File: config.mk
export PLATFORM = sky130hd
export DESIGN_NAME = coproc_dispatch
export DESIGN_NICKNAME = d
export VERILOG_FILES = /design/src/rtl/coproc_dispatch.sv
export SDC_FILE = /design/constraint.sdc
export NUM_CORES = 1
export LEC_CHECK = 0
export ABC_AREA = 1
export CAP_MARGIN = 5
export CORE_UTILIZATION = 39
export DETAILED_ROUTE_END_ITERATION = 6
export GPL_ROUTABILITY_DRIVEN = 1
export PLACE_DENSITY = 0.82
export SETUP_SLACK_MARGIN = 0.02
export SLEW_MARGIN = 20
export SYNTH_ARGS = -nofsm -noshare
export SYNTH_HDL_FRONTEND = slang
export SYNTH_SLANG_ARGS = --single-unit
File: constraint.sdc
create_clock -name clk -period 1.9 [get_ports clk]
set_clock_uncertainty 0.2 [all_clocks]
set_input_delay 0.285 -clock clk [delete_from_list [all_inputs] [get_ports clk]]
set_output_delay 0.285 -clock clk [all_outputs]
set_load 0.05 [all_outputs]
File: src/rtl/coproc_dispatch.sv
// -----------------------------------------------------------------------------
// coproc_dispatch
//
// Hands one instruction at a time from the core to one of NUM_CP attached
// coprocessor channels. It stalls the core (pc_en=0) while the channel is
// reset, started and waited on, then retires the channel's result for
// register-file writeback.
//
// Sequence: IDLE -> RST -> START -> WAIT -> DONE -> IDLE
//   An issue to a channel index >= NUM_CP goes straight from IDLE to DONE
//   and retires with error=1 and result=0.
//
// Optional feature (macro CP_TIMEOUT_EN):
//   When defined, WAIT gives up after TIMEOUT cycles without cp_done[sel]
//   and retires with error=1, result=0. When undefined, WAIT waits forever
//   (until cp_done[sel] or reset) and no counter exists.
//
// Ports
//   clk           in   clock, all state updates on the rising edge
//   reset         in   synchronous active-high reset
//   issue         in   core requests a coprocessor operation
//   cp_sel        in   target channel index ($clog2(NUM_CP) bits)
//   op            in   opcode forwarded to the channel (OPW bits)
//   src_a, src_b  in   operands (WIDTH bits)
//   pc_en         out  PC enable, 0 stalls the core
//   result        out  registered result (WIDTH bits)
//   result_valid  out  one-cycle retire pulse
//   error         out  one-cycle failure flag, coincident with result_valid
//   cp_reset      out  one-hot per-channel reset pulse
//   cp_start      out  one-hot per-channel start pulse
//   cp_op         out  latched opcode, shared by all channels
//   cp_a, cp_b    out  latched operands, shared by all channels
//   cp_done       in   per-channel completion level
//   cp_result     in   channel i result on bits [i*WIDTH +: WIDTH]
// -----------------------------------------------------------------------------
module coproc_dispatch #(
  parameter int WIDTH   = 32,
  parameter int NUM_CP  = 4,
  parameter int OPW     = 1,
  parameter int TIMEOUT = 1024
) (
  input  logic                      clk,
  input  logic                      reset,
  input  logic                      issue,
  input  logic [$clog2(NUM_CP)-1:0] cp_sel,
  input  logic [OPW-1:0]            op,
  input  logic [WIDTH-1:0]          src_a,
  input  logic [WIDTH-1:0]          src_b,
  output logic                      pc_en,
  output logic [WIDTH-1:0]          result,
  output logic                      result_valid,
  output logic                      error,
  output logic [NUM_CP-1:0]         cp_reset,
  output logic [NUM_CP-1:0]         cp_start,
  output logic [OPW-1:0]            cp_op,
  output logic [WIDTH-1:0]          cp_a,
  output logic [WIDTH-1:0]          cp_b,
  input  logic [NUM_CP-1:0]         cp_done,
  input  logic [NUM_CP*WIDTH-1:0]   cp_result
);

  localparam int SW = $clog2(NUM_CP);
  // One extra bit so NUM_CP itself is representable for the range check.
  localparam logic [SW:0] NUM_CP_W = (SW+1)'(NUM_CP);

  typedef enum logic [2:0] {
    ST_IDLE,
    ST_RST,
    ST_START,
    ST_WAIT,
    ST_DONE
  } state_t;

  state_t              state_q;
  logic [NUM_CP-1:0]   sel_oh_d;      // one-hot decode of the incoming cp_sel
  logic [NUM_CP-1:0]   sel_oh_q;      // latched channel, kept one-hot
  logic [NUM_CP-1:0]   cp_reset_q;
  logic [NUM_CP-1:0]   cp_start_q;
  logic [OPW-1:0]      cp_op_q;
  logic [WIDTH-1:0]    cp_a_q;
  logic [WIDTH-1:0]    cp_b_q;
  logic [WIDTH-1:0]    result_q;
  logic                result_valid_q;
  logic                error_q;
  logic                sel_invalid;
  logic                done_sel;
  logic [WIDTH-1:0]    result_sel;

  if (NUM_CP < 2 || TIMEOUT < 1) begin : g_param_check
    $error("coproc_dispatch: NUM_CP must be >= 2 and TIMEOUT >= 1");
  end

  // Channel decode for the incoming index and for the latched one.
  for (genvar gi = 0; gi < NUM_CP; gi++) begin : g_sel_dec
    assign sel_oh_d[gi] = (cp_sel == SW'(gi));
  end

  assign sel_invalid = ({1'b0, cp_sel} >= NUM_CP_W);

  // Only the latched channel's done and result are ever looked at.
  assign done_sel = |(cp_done & sel_oh_q);

  always_comb begin
    result_sel = '0;
    for (int i = 0; i < NUM_CP; i++) begin
      result_sel = result_sel | (cp_result[i*WIDTH +: WIDTH] & {WIDTH{sel_oh_q[i]}});
    end
  end

`ifdef CP_TIMEOUT_EN
  localparam int TW = $clog2(TIMEOUT + 1);
  localparam logic [TW-1:0] TIMER_LAST = TW'(TIMEOUT - 1);
  logic [TW-1:0] timer_q;
`endif

  always_ff @(posedge clk) begin
    if (reset) begin
      state_q        <= ST_IDLE;
      sel_oh_q       <= '0;
      cp_reset_q     <= '0;
      cp_start_q     <= '0;
      cp_op_q        <= '0;
      cp_a_q         <= '0;
      cp_b_q         <= '0;
      result_q       <= '0;
      result_valid_q <= 1'b0;
      error_q        <= 1'b0;
`ifdef CP_TIMEOUT_EN
      timer_q        <= '0;
`endif
    end else begin
      case (state_q)
        ST_IDLE: begin
          if (issue) begin
            sel_oh_q <= sel_oh_d;
            cp_op_q  <= op;
            cp_a_q   <= src_a;
            cp_b_q   <= src_b;
            if (sel_invalid) begin
              // No channel exists: skip straight to retire with an error.
              state_q        <= ST_DONE;
              result_q       <= '0;
              result_valid_q <= 1'b1;
              error_q        <= 1'b1;
            end else begin
              state_q    <= ST_RST;
              cp_reset_q <= sel_oh_d;
            end
          end
        end
        ST_RST: begin
          cp_reset_q <= '0;
          cp_start_q <= sel_oh_q;
          state_q    <= ST_START;
        end
        ST_START: begin
          cp_start_q <= '0;
          state_q    <= ST_WAIT;
`ifdef CP_TIMEOUT_EN
          timer_q    <= '0;
`endif
        end
        ST_WAIT: begin
          if (done_sel) begin
            result_q       <= result_sel;
            result_valid_q <= 1'b1;
            error_q        <= 1'b0;
            state_q        <= ST_DONE;
          end
`ifdef CP_TIMEOUT_EN
          else if (timer_q == TIMER_LAST) begin
            result_q       <= '0;
            result_valid_q <= 1'b1;
            error_q        <= 1'b1;
            state_q        <= ST_DONE;
          end else begin
            timer_q <= timer_q + 1'b1;
          end
`else
          // No time limit: stay here until the channel answers or reset.
`endif
        end
        ST_DONE: begin
          result_valid_q <= 1'b0;
          error_q        <= 1'b0;
          state_q        <= ST_IDLE;
        end
        default: begin
          state_q <= ST_IDLE;
        end
      endcase
    end
  end

  // Stall is combinational on issue so the core freezes in the issue cycle.
  assign pc_en = reset |
                 ~((state_q == ST_IDLE && issue) || state_q == ST_RST ||
                   state_q == ST_START || state_q == ST_WAIT);

  // Outputs are forced quiet for the whole reset cycle, not just after it.
  assign result       = reset ? '0   : result_q;
  assign result_valid = reset ? 1'b0 : result_valid_q;
  assign error        = reset ? 1'b0 : error_q;
  assign cp_reset     = reset ? '0   : cp_reset_q;
  assign cp_start     = reset ? '0   : cp_start_q;
  assign cp_op        = reset ? '0   : cp_op_q;
  assign cp_a         = reset ? '0   : cp_a_q;
  assign cp_b         = reset ? '0   : cp_b_q;

endmodule

=== Word-level counts from Yosys, hierarchy flattened ===
Cells that the tools add are included.

* Memories: 0
* Logic and storage cells: 62
* Output and inout bits: 108
* Latch bits: 0
* Register bits: 114
* RAM bits: 0
* ROM bits: 0

* Muxes and demuxes: 18
* Multipliers: 0
* Bitwise operators: 10
* Equality and inequality tests: 9
* Div/mod/pow operators: 0
* Shift-type cells: 0
* Add/sub/neg operators: 0
* Reduce and logical (&&, ||, !) cells: 15
* Magnitude comparators: 0

{| class="wikitable"
|+ Operators by type and width
! operator !! number
|-
| 32-bit bitwise AND || 4
|-
| 32-bit 2-to-1 mux || 3
|-
| 32-bit OR || 3
|-
| 4-bit case mux with 2 select lines || 2
|-
| 4-bit 2-to-1 mux || 3
|-
| 3-bit case mux with 4 select lines || 1
|-
| 2-bit AND reduction || 5
|-
| 3-bit by 2-bit == test with 1-bit output (second input constant) || 2
|-
| 3-bit 2-to-1 mux || 2
|-
| 2-bit nonzero test || 3
|-
| 1-bit 2-to-1 mux || 5
|-
| 4-bit bitwise AND || 1
|-
| 2-bit == test (second input constant) || 2
|-
| 2-bit inequality test (second input constant) || 2
|-
| 1-bit case mux with 2 select lines || 2
|-
| 4-bit OR reduction || 1
|-
| 3-bit by 1-bit == test with 1-bit output (second input constant) || 1
|-
| 3-bit == test (second input constant) || 1
|-
| 3-bit zero test || 1
|-
| 1-bit logical OR || 3
|-
| 2-bit by 1-bit == test with 1-bit output (second input constant) || 1
|-
| 2-bit zero test || 1
|-
| 1-bit logical AND || 1
|-
| 1-bit NOT || 1
|-
| 1-bit OR || 1
|}

=== Longest topological paths before layout ===
* Word-level depth: 7
* Mapped depth: 9
* Depth with buffers taken out: 7

=== Least setup slack after synthesis ===
Ideal clock, no wire load.

* Kind: register -> output
* Start point: register state_q[0]
* End point: output pc_en
* Setup slack: -0.794 ns
* Data required time: 1.415 ns
* Buffers on the path: 0
* Arrival time: 2.209 ns
* Stages on the path, launching flop included: 2
* Cells stage by stage: dfxtp_1 o311ai_0

* Cells in the longest elaborated chain, start to end: 7
* Elaborated cells between the ends (all ways): 10
* Classes of those cells: eq/ne (3); bitwise (2); reduce/logical (5)

{| class="wikitable"
|+ Ends and longest elaborated chain
! element !! RTL line !! RTL
|-
| start, declared || 74 || <nowiki>state_t state_q;</nowiki>
|-
| start signal, assigned || 118 || <nowiki>state_q <= ST_IDLE;</nowiki>
|-
| start signal, assigned || 141 || <nowiki>state_q <= ST_DONE;</nowiki>
|-
| start signal, assigned || 146 || <nowiki>state_q <= ST_RST;</nowiki>
|-
| 3-bit zero test || 197 || <nowiki>~((state_q == ST_IDLE && issue) || state_q == ST_RST ||</nowiki>
|-
| 1-bit logical AND || 197 ||
|-
| 1-bit logical OR (2 in a row) || 197 ||
|-
| 1-bit logical OR (*) || 198 || <nowiki>state_q == ST_START || state_q == ST_WAIT);</nowiki>
|-
| 1-bit NOT (*) || 197 ||
|-
| 1-bit OR (*) || 196 || <nowiki>assign pc_en = reset |</nowiki>
|-
| end, declared || 49 || <nowiki>output logic pc_en,</nowiki>
|}

Every way passes the cells marked *; elsewhere a longest branch is shown, timed or not.

=== Worst setup path after layout ===
Ends and elaborated chain as after synthesis.

==> impl_metrics.ini <==
[outcome]
outcome = finished, final reports clean

[clock_tree]
cts.clk_slew.worst_paths_ns = 0.05
clk_path_buf_depth = 2
cts_hold_buf = 0
numCtsBuffers = 17
cts_htree_levels = 4
cts_tree = yes
cts-root-buf = clkbuf_16
clock_sinks = 113
postCtsSetupBuffers = 0
clock_latency_ns = 0.41

[synth]
synth-main-ff-cell = dfxtp_1
synth.top_cells.by_count = nand2_1, nor2_1, inv_1
synth-edff-count = 0
synth_nets = 1076
synth_warnings = 0
syn_avg_cell_area_um2 = 6.298
netlist_area_mm2 = 0.005504
synth_area_leader_cell = dfxtp_1
synth_top_cells_by_area = dfxtp_1, nand2_1, nor2_1
synth.most_common_cell = nand2_1
ys_seq_area_share_pct = 41.10
synth_top_area_share_pct = 41.10
async_reset_ff_share_pct = 0
synth.distinct_cells = 20
ys_ff_latch = 113
syn_inst = 874

[power_and_ir_drop]
finalPower_mw = 7.822
static-leakage-power_nw = 4.193
ir_worst_vdd_v = 0.0008180
powerDensity_mw_per_mm2 = 846.4

[cells_and_area]
area_growth_pct = 67.90
antenna_cells = 0
drive_gt1_share_pct = 14.57
nets = 1363

[detailed_routing]
drc = 0
drtIter0Drc = 335
first_pass_iters = 7
ant_nets = 0
vias = 6337
wl_per_cell_um = 13.58
vias_per_cell = 4.680
wl_um = 18380

[global_routing]
grt_use_total_pct = 25.08
gr-total-overflow = 0
grt_pass1_wl_um = 28380
first_global_vias = 5728
grt_max_degree = 57
antenna_found_initial = 0

[place]
dp_hpwl_um = 13410
io_buffers = 308
gp_congestion = 0.9099

[floorplan]
die_h_um = 120.8
coreArea_mm2 = 0.01383
rows = 43
start_util_pct = 39.81
fp.dieW_um = 120.8
dieArea_mm2 = 0.01459
ioPinCount = 310

[critical_path]
critPathTopFamily = flip-flops
cpPeakStageDelay_ns = 0.38
crit_buf_inv = 1
worstPathCellList = o311ai_4, buf_6
cp_slowest_cell = dfxtp_1
crit_type = flop to output port
end_kind = output port
worstPathMaxFanout = 6
crit_path_start_kind = flop
crit_arrival_ns = 1.29
cp.required_ns = 1.41

[timing]
rsz0062_at_grt = no
slew_viol_final = 0
hold_violations = 0
period_minus_slack_ns = 1.773
fmax_ghz = 0.5641
finalCritPeriodShare_pct = 93.30
setup_viol = 0
setup_tns_ns = 0

[run]
drv_cap = 0

[worst_hold_path]
min_path_type = input pin to flop
==> where the power goes <==
| part | internal, mW | total (mW) | switching (mW) |
|---|---|---|---|
| Sequential | 2.58 | 2.64 | 0.0657 |
| Combinational | 0.770 | 1.84 | 1.07 |
| Clock | 2.22 | 3.34 | 1.12 |
==> per-layer routing <==
metal,vias to the layer above,part of all wire (%),track usage [%]
met5,-,0,0
met4,0,3.1,11.19
met3,41,6.6,7.075
met2,220,49,42.71
met1,2815,41,29.15
li1,3261,-,-
==> layout by cell type (no fill, tap or decap), types with 27 or more instances in the layout <==
cell | Yosys | routed
nand2_1 | 216 | 216
clkdlybuf4s50_1 | 0 | 199
nor2_1 | 176 | 174
inv_1 | 116 | 116
buf_4 | 7 | 114
dfxtp_1 | 113 | 113
a21oi_1 | 74 | 74
o21ai_1 | 45 | 45
nand4_1 | 33 | 33
o21ai_0 | 27 | 27
==> tightest hold or removal path, stage by stage <==
cell and delay (ns):
buf_4 0.19, buf_4 0.18, nor2_1 0.09
==> through the flow <==
stage | hold WS [ns] | instance area (um^2) | std cells | setup WS (ns) | util (%)
after floorplan | 0.2297 | 5517 | 874 | -0.04251 | -
after global placement | 0.2383 | 8598 | 1322 | 0.03144 | 62.18
after detailed placement | 0.2439 | 8598 | 1322 | 0.008058 | 62.18
after CTS | 0.1523 | 9239 | 1354 | 0.04876 | 66.82
after global routing | 0.1672 | 9241 | 1354 | 0.08476 | 66.84
final | 0.1782 | 9241 | 1354 | 0.1272 | 66.84
==> state kept, by name (all words and copies together), names as in the netlist <==
signal	cells
cp_a_q	32
cp_b_q	32
result_q	32
cp_reset_q	4
cp_start_q	4
sel_oh_q	4
state_q	3
cp_op_q	1
result_valid_q	1
==> worst paths after layout <==
path,to,slack [ns],start,depth (start not counted)
hold reg to reg,cp_a_q[16],0.25,cp_a_q[16],2
hold / removal,state_q[0],0.18,reset,3
setup / recovery,pc_en,0.13,state_q[0],2
setup reg to reg,cp_b_q[23],0.23,state_q[0],5
==> cell families after synthesis <==
| group | share of synthesized area (%) |
|---|---|
| and+or+nand+nor | 31.08 |
| buffers and inverters | 14.03 |
| AOI/OAI and AO/OA | 13.73 |
| DFF | 41.10 |
| other | 0.06813 |
==> what timing repair did <==
item / CTS / global route
pin swaps: 0 / 1
resized for setup: 2 / 1
hold endpoints to repair: 0 / 0
setup endpoints to repair: 1 / 1
==> final cells by class <==
| class | instances | area [um^2] |
|---|---|---|
| Clock buffer | 18 | 439.2 |
| Clock inverter | 14 | 187.7 |
| Fill cell | 1209 | 4586 |
| Inverter | 118 | 442.9 |
| Multi-Input combinational cell | 581 | 2512 |
| Sequential cell | 113 | 2262 |
| Tap cell | 180 | 225.2 |
| Timing Repair Buffer | 330 | 3172 |
Note: power is estimated with default switching activity, not from simulation.
